## src/rtl/tx8b10b_channel_arbiter_if.sv

```systemverilog
// Bundles the requester byte streams and the transmitter FIFO write port
// shared by the channel arbiter and the logic around it.
interface tx8b10b_channel_arbiter_if #(
  parameter int NUM_CH = 4
);
  logic                  enable;
  logic [NUM_CH-1:0]     reqValid;
  logic [8*NUM_CH-1:0]   reqData;
  logic [NUM_CH-1:0]     reqLast;
  logic [NUM_CH-1:0]     reqReady;
  logic                  txFull;
  logic [7:0]            txDataIn;
  logic                  txWriteStrobe;
  logic                  grantValid;
  logic [3:0]            grantId;

  // Arbiter side
  modport master (
    input  enable, reqValid, reqData, reqLast, txFull,
    output reqReady, txDataIn, txWriteStrobe, grantValid, grantId
  );

  // Clients plus transmitter side
  modport slave (
    output enable, reqValid, reqData, reqLast, txFull,
    input  reqReady, txDataIn, txWriteStrobe, grantValid, grantId
  );
endinterface

```

## src/rtl/tx8b10b_channel_arbiter.sv

```systemverilog
// Round-robin arbiter sharing one 8b10b transmitter FIFO write port between
// NUM_CH byte streams; each grant writes a channel-ID header then a capped burst.
module tx8b10b_channel_arbiter #(
  parameter int          NUM_CH    = 4,
  parameter int          MAX_BURST = 16,
  parameter logic [3:0]  HDR_TAG   = 4'hA
) (
  input  logic clk,
  input  logic rst,
  tx8b10b_channel_arbiter_if.master bus
);

  localparam int CH_W  = (NUM_CH > 1) ? $clog2(NUM_CH) : 1;
  localparam int CNT_W = (MAX_BURST > 1) ? $clog2(MAX_BURST) : 1;
  localparam logic [CNT_W-1:0] CNT_LAST = CNT_W'(MAX_BURST - 1);

  typedef enum logic [1:0] {IDLE, HEADER, DATA} state_t;

  state_t            state, stateNext;
  logic [CH_W-1:0]   grantPtr;
  logic [CH_W-1:0]   lastServed;
  logic [CH_W-1:0]   pickCh;
  logic [CNT_W-1:0]  burstCnt;
  logic              anyReq;
  logic              curValid;
  logic              curLast;
  logic [7:0]        curData;
  logic              xfer;
  logic              burstEnd;

  // First requesting channel after 'last', wrapping modulo NUM_CH.
  function automatic logic [CH_W-1:0] rrPick(input logic [NUM_CH-1:0] valid,
                                             input logic [CH_W-1:0]   last);
    logic [CH_W-1:0] sel;
    logic            found;
    int              idx;
    sel   = last;
    found = 1'b0;
    for (int k = 1; k <= NUM_CH; k++) begin
      idx = (int'(last) + k) % NUM_CH;
      if (!found && valid[CH_W'(idx)]) begin
        sel   = CH_W'(idx);
        found = 1'b1;
      end
    end
    return sel;
  endfunction

  assign anyReq   = |bus.reqValid;
  assign pickCh   = rrPick(bus.reqValid, lastServed);
  assign curValid = bus.reqValid[grantPtr];
  assign curLast  = bus.reqLast[grantPtr];
  assign curData  = bus.reqData[{grantPtr, 3'b000} +: 8];
  assign xfer     = (state == DATA) && curValid && !bus.txFull;
  assign burstEnd = curLast || (burstCnt == CNT_LAST);
  assign bus.grantId = 4'(grantPtr);

  always_ff @(posedge clk or posedge rst) begin
    if (rst) state <= IDLE;
    else     state <= stateNext;
  end

  always_comb begin
    stateNext         = state;
    bus.reqReady      = '0;
    bus.txWriteStrobe = 1'b0;
    bus.txDataIn      = 8'h00;
    bus.grantValid    = 1'b0;
    case (state)
      IDLE: begin
        if (bus.enable && anyReq) stateNext = HEADER;
      end
      HEADER: begin
        bus.grantValid = 1'b1;
        if (!bus.txFull) begin
          bus.txWriteStrobe = 1'b1;
          bus.txDataIn      = {HDR_TAG, 4'(grantPtr)};
          stateNext         = DATA;
        end
      end
      DATA: begin
        bus.grantValid = 1'b1;
        if (xfer) begin
          bus.reqReady[grantPtr] = 1'b1;
          bus.txWriteStrobe      = 1'b1;
          bus.txDataIn           = curData;
          if (burstEnd) stateNext = IDLE;
        end
      end
      default: stateNext = IDLE;
    endcase
  end

  // Grant pointer, round-robin history and burst length tracking
  always_ff @(posedge clk or posedge rst) begin
    if (rst) begin
      grantPtr   <= '0;
      lastServed <= CH_W'(NUM_CH - 1);
      burstCnt   <= '0;
    end else begin
      if (state == IDLE && bus.enable && anyReq) grantPtr <= pickCh;
      if (state == HEADER && !bus.txFull)        burstCnt <= '0;
      else if (xfer)                             burstCnt <= burstCnt + CNT_W'(1);
      if (xfer && burstEnd)                      lastServed <= grantPtr;
    end
  end

endmodule

```

## src/flat_wrapper.sv

```systemverilog
// flat-port wrapper written by rule: the top's interface ports become plain ports
module tx8b10b_channel_arbiter_flat 
#(
  parameter int          NUM_CH    = 4,
  parameter int          MAX_BURST = 16,
  parameter logic [3:0]  HDR_TAG   = 4'hA
)
  (clk, rst, bus_enable, bus_reqValid, bus_reqData, bus_reqLast, bus_txFull, bus_reqReady, bus_txDataIn, bus_txWriteStrobe, bus_grantValid, bus_grantId);
  tx8b10b_channel_arbiter_if #(.NUM_CH(NUM_CH)) bus_i ();
  input  logic clk;
  input  logic rst;
  input wire logic [$bits(bus_i.enable)-1:0] bus_enable;
  input wire logic [$bits(bus_i.reqValid)-1:0] bus_reqValid;
  input wire logic [$bits(bus_i.reqData)-1:0] bus_reqData;
  input wire logic [$bits(bus_i.reqLast)-1:0] bus_reqLast;
  input wire logic [$bits(bus_i.txFull)-1:0] bus_txFull;
  output wire logic [$bits(bus_i.reqReady)-1:0] bus_reqReady;
  output wire logic [$bits(bus_i.txDataIn)-1:0] bus_txDataIn;
  output wire logic [$bits(bus_i.txWriteStrobe)-1:0] bus_txWriteStrobe;
  output wire logic [$bits(bus_i.grantValid)-1:0] bus_grantValid;
  output wire logic [$bits(bus_i.grantId)-1:0] bus_grantId;
  assign bus_i.enable = bus_enable;
  assign bus_i.reqValid = bus_reqValid;
  assign bus_i.reqData = bus_reqData;
  assign bus_i.reqLast = bus_reqLast;
  assign bus_i.txFull = bus_txFull;
  assign bus_reqReady = bus_i.reqReady;
  assign bus_txDataIn = bus_i.txDataIn;
  assign bus_txWriteStrobe = bus_i.txWriteStrobe;
  assign bus_grantValid = bus_i.grantValid;
  assign bus_grantId = bus_i.grantId;
  tx8b10b_channel_arbiter #(.NUM_CH(NUM_CH), .MAX_BURST(MAX_BURST), .HDR_TAG(HDR_TAG)) u_core (.clk(clk), .rst(rst), .bus(bus_i));
endmodule
```

## config.mk

```make
export PLATFORM = sky130hd
export DESIGN_NAME = tx8b10b_channel_arbiter_flat
export DESIGN_NICKNAME = d
export VERILOG_FILES = /design/src/rtl/tx8b10b_channel_arbiter_if.sv /design/src/rtl/tx8b10b_channel_arbiter.sv /design/src/flat_wrapper.sv
export SDC_FILE = /design/constraint.sdc
export NUM_CORES = 1
export LEC_CHECK = 0
export CAP_MARGIN = 20
export CORE_AREA = 2 2 56 58
export DETAILED_ROUTE_END_ITERATION = 6
export DIE_AREA = 0 0 58 60
export PLACE_DENSITY = 0.78
export SLEW_MARGIN = 20
export SYNTH_ARGS = -nofsm -noshare
export SYNTH_HDL_FRONTEND = slang
export SYNTH_SLANG_ARGS = --single-unit
```

## constraint.sdc

```tcl
create_clock -name clk -period 3 [get_ports clk]
set_input_delay 0.9 -clock clk [delete_from_list [all_inputs] [get_ports clk]]
set_output_delay 0.9 -clock clk [all_outputs]
set_load 0.05 [all_outputs]
```

==> results.tsv <==
stage	metric	value	unit
routing	ANT nets after route	0	
sta	Max Slew Vio Count	0	
sta	min Tclk post-route	3.04	ns
setup_path	CP endpoint kind	output pin	
cells_and_area	Ant. Diodes	0	
placement	I/O Buffers	59	
power	maximum VDD drop	0.541	mV
grt	first-pass GRT wire length	5620	um
routing	drc violations	0	
clock_tree	Worst-Skew Late Latency	0.27	ns
synth	Synth Area in Compound Gates	15.5	%
setup_path	path depth of the worst reg2reg path	5	
synth	flops & latches, synth	10	
routing	First-pass DRT Iterations	4	
synth	post-synthesis adder-cell area fraction	4.77	%
power	Leak	0.966	nW
synth	XOR/XNOR Fraction of Synth Area	3.22	%
routing	DR iter-0 viols	41	
die	Die Span Y	60	um
synth	Simple-Gate Fraction of Synth Area	16.6	%
synth	Post-synth EDFFs	0	
cells_and_area	most common cell after layout, fill and taps aside	dlygate4sd2_1	
worst_hold_path	worst hold path class	reg -> reg	
synth	Distinct cells, synth	38	
sta	Max-Slew Margin vs Limit	61.0	%
setup_path	CP startpoint kind	primary input	
clock_tree	CTS tree	built	
sta	Final WS setup	-0.0384	ns
clock_tree	number of H-tree levels	1	
die	Core Area	0.00290	mm^2
sta	Hold Fails Final Rpt	0	
run_status	violated checks	negative setup slack	
placement	dpl hpwl	2530	um
synth	main combinational cell family by area after synthesis	multiplexers	
grt	largest net degree at the start of global routing	18	
routing	WL/cell	17.0	um
clock_tree	CTS Buf Count	3	
sta	endpoints failing setup	4	
synth	post-synthesis mux area share	27.1	%
clock_tree	CTS max path bufs	2	
die	die area	0.00348	mm^2
clock_tree	CTS sink cnt	10	
routing	final wirelength	3440	um
synth	Most used DFF post-synth	dfrtp_1	
cells_and_area	fin area	0.00192	mm^2
routing	Via density	5.27	
synth	Gate Count Post-Synth	99	
cells_and_area	Fill cells	209	
grt	Global Route Usage Sum	21.8	%
grt	initial antenna violation count	0	
die	Initial Utilization	36.1	%
clock_tree	clock-pin transition on the worst setup and hold timing paths	0.07	ns
setup_path	critical path arrival	2.14	ns
synth	sequential-to-total area share from yosys stat	24.1	%
setup_path	CP required	2.10	ns
routing	routed via count	1065	
sta	RSZ-0062 raised after global routing	true	
grt	vias in the first global route	1153	
sta	f_max	0.329	GHz
setup_path	Critical Path Fanout Max	8	
grt	gr ovfl total	0	
die	standard-cell row count	20	
flow_run	maxcap violations	0	
synth	mapped cell area	0.00105	mm^2
synth	Post-Syn Area per Cell	10.6	um^2
cells_and_area	Nets	218	
worst_hold_path	worst hold path stage count	2	
clock_tree	clock root buffer	clkbuf_4	
placement	RePlAce Congestion	0.876	
die	Die W	58	um
clock_tree	hold-fix buffers at CTS	0	
die	io pins	62	
synth	Synthesis Warnings	0	
placement	area post-placement	0.00176	mm^2
sta	Final Skew	0.00670	ns
sta	Slew @ Worst Pin	0.578	ns
power	pwr dens	709	mW/mm^2
synth	Async SR Flop Fraction	100	%
run_status	outcome	complete, but fails checks	
setup_path	CP Class	in -> out	
cells_and_area	share of layout cells above drive strength 1	41.4	%
cells_and_area	most frequent cells in the layout	dlygate4sd2_1, dlymetal6s2s_1, buf_4, mux4_2, clkdlybuf4s50_1	
sta	Fin Setup TNS	-0.100	ns
sta	crit share post-route	101	%
cells_and_area	Layout area overhead	82.8	%
## worst max-delay path: stages
cell,delay [ns]
buf_6,0.09
mux4_2,0.51
and3_4,0.24
a22oi_2,0.15
nor2b_2,0.09
buf_12,0.15
## where the power goes
group	total (mW)	internal (mW)	switching, mW
sequential	0.237	0.193	0.0442
combinational	0.997	0.464	0.533
clock	0.125	0.0738	0.0516
total	1.36	0.730	0.629
## cells in the mapped netlist, drive strengths merged, types with 4 or more instances
master / number / area share (%)
ha: 4 / 4.8
mux4: 10 / 23
dfrtp: 8 / 19
nor2: 7 / 2.5
and3: 8 / 5.3
inv: 6 / 2.1
o21ai: 4 / 3.0
a21oi: 4 / 1.9
buf: 6 / 5.0
nor2b: 6 / 3.6
## state kept, by name, indices dropped and copies added, names as in the netlist
signal / cells
u_core.state: 2
u_core.burstCnt: 4
u_core.grantPtr: 2
u_core.lastServed: 2
## metal layers
| layer | track usage (%) | vias up | routed length [um] |
|---|---|---|---|
| met5 | 0 | - | 0 |
| met4 | 6.98 | 0 | 34 |
| li1 | - | 509 | - |
| met1 | 26.2 | 528 | 1360 |
| met2 | 39.3 | 26 | 1940 |
| met3 | 4.11 | 2 | 102 |
## cell families after synthesis
family,Yosys count
buffers and inverters,15
other,1
AND/OR/NAND/NOR,30
AO/OA/AOI/OAI,22
multiplexers,14
adder cells (fa/ha/maj),4
flip-flops,10
XOR/XNOR,3
## layout make-up
class	count	area, um^2	share of cell area (%)
multi-input cells	76	779	40.7
flip-flops and latches	10	253	13.2
repair buffers	73	785	40.9
well taps	33	41.3	2.15
clock buffers	4	36.3	1.89
inverters	6	22.5	1.17
## final timing paths
check                              startpoint                    to  slack (ns)
max                           bus_reqValid[3]       bus_txDataIn[0]       -0.04
min                        u_core.burstCnt[2]    u_core.burstCnt[2]        0.56
max reg2reg                u_core.grantPtr[0]       u_core.state[0]        0.95
min reg2reg                u_core.burstCnt[2]    u_core.burstCnt[2]        0.56
max in group asynchronous                 rst  u_core.lastServed[0]        1.76
min in group asynchronous                 rst    u_core.burstCnt[2]        0.91
## per-stage QoR
| step | std cells | util [%] | setup WS (ns) | power (mW) | hold slack, ns |
|---|---|---|---|---|---|
| floorplan | 100 | - | -0.135 | 0.882 | 0.497 |
| global route | 202 | 66.0 | -0.0685 | 1.45 | 0.596 |
| CTS | 200 | 63.4 | -0.0495 | 1.34 | 0.563 |
| detailed placement | 194 | 60.6 | -0.432 | 1.17 | 0.544 |
| finish | 202 | 66.0 | -0.0384 | 1.36 | 0.561 |
| global placement | 194 | 60.6 | -0.386 | 1.14 | 0.522 |
## what timing repair did
action,in CTS,in global routing
gates resized for setup,60,20
pin swaps,5,5
setup buffers,1,2
cloned,1,0
endpoints found under the setup margin,13,13
No activity file was read; power rests on OpenSTA's default activity.
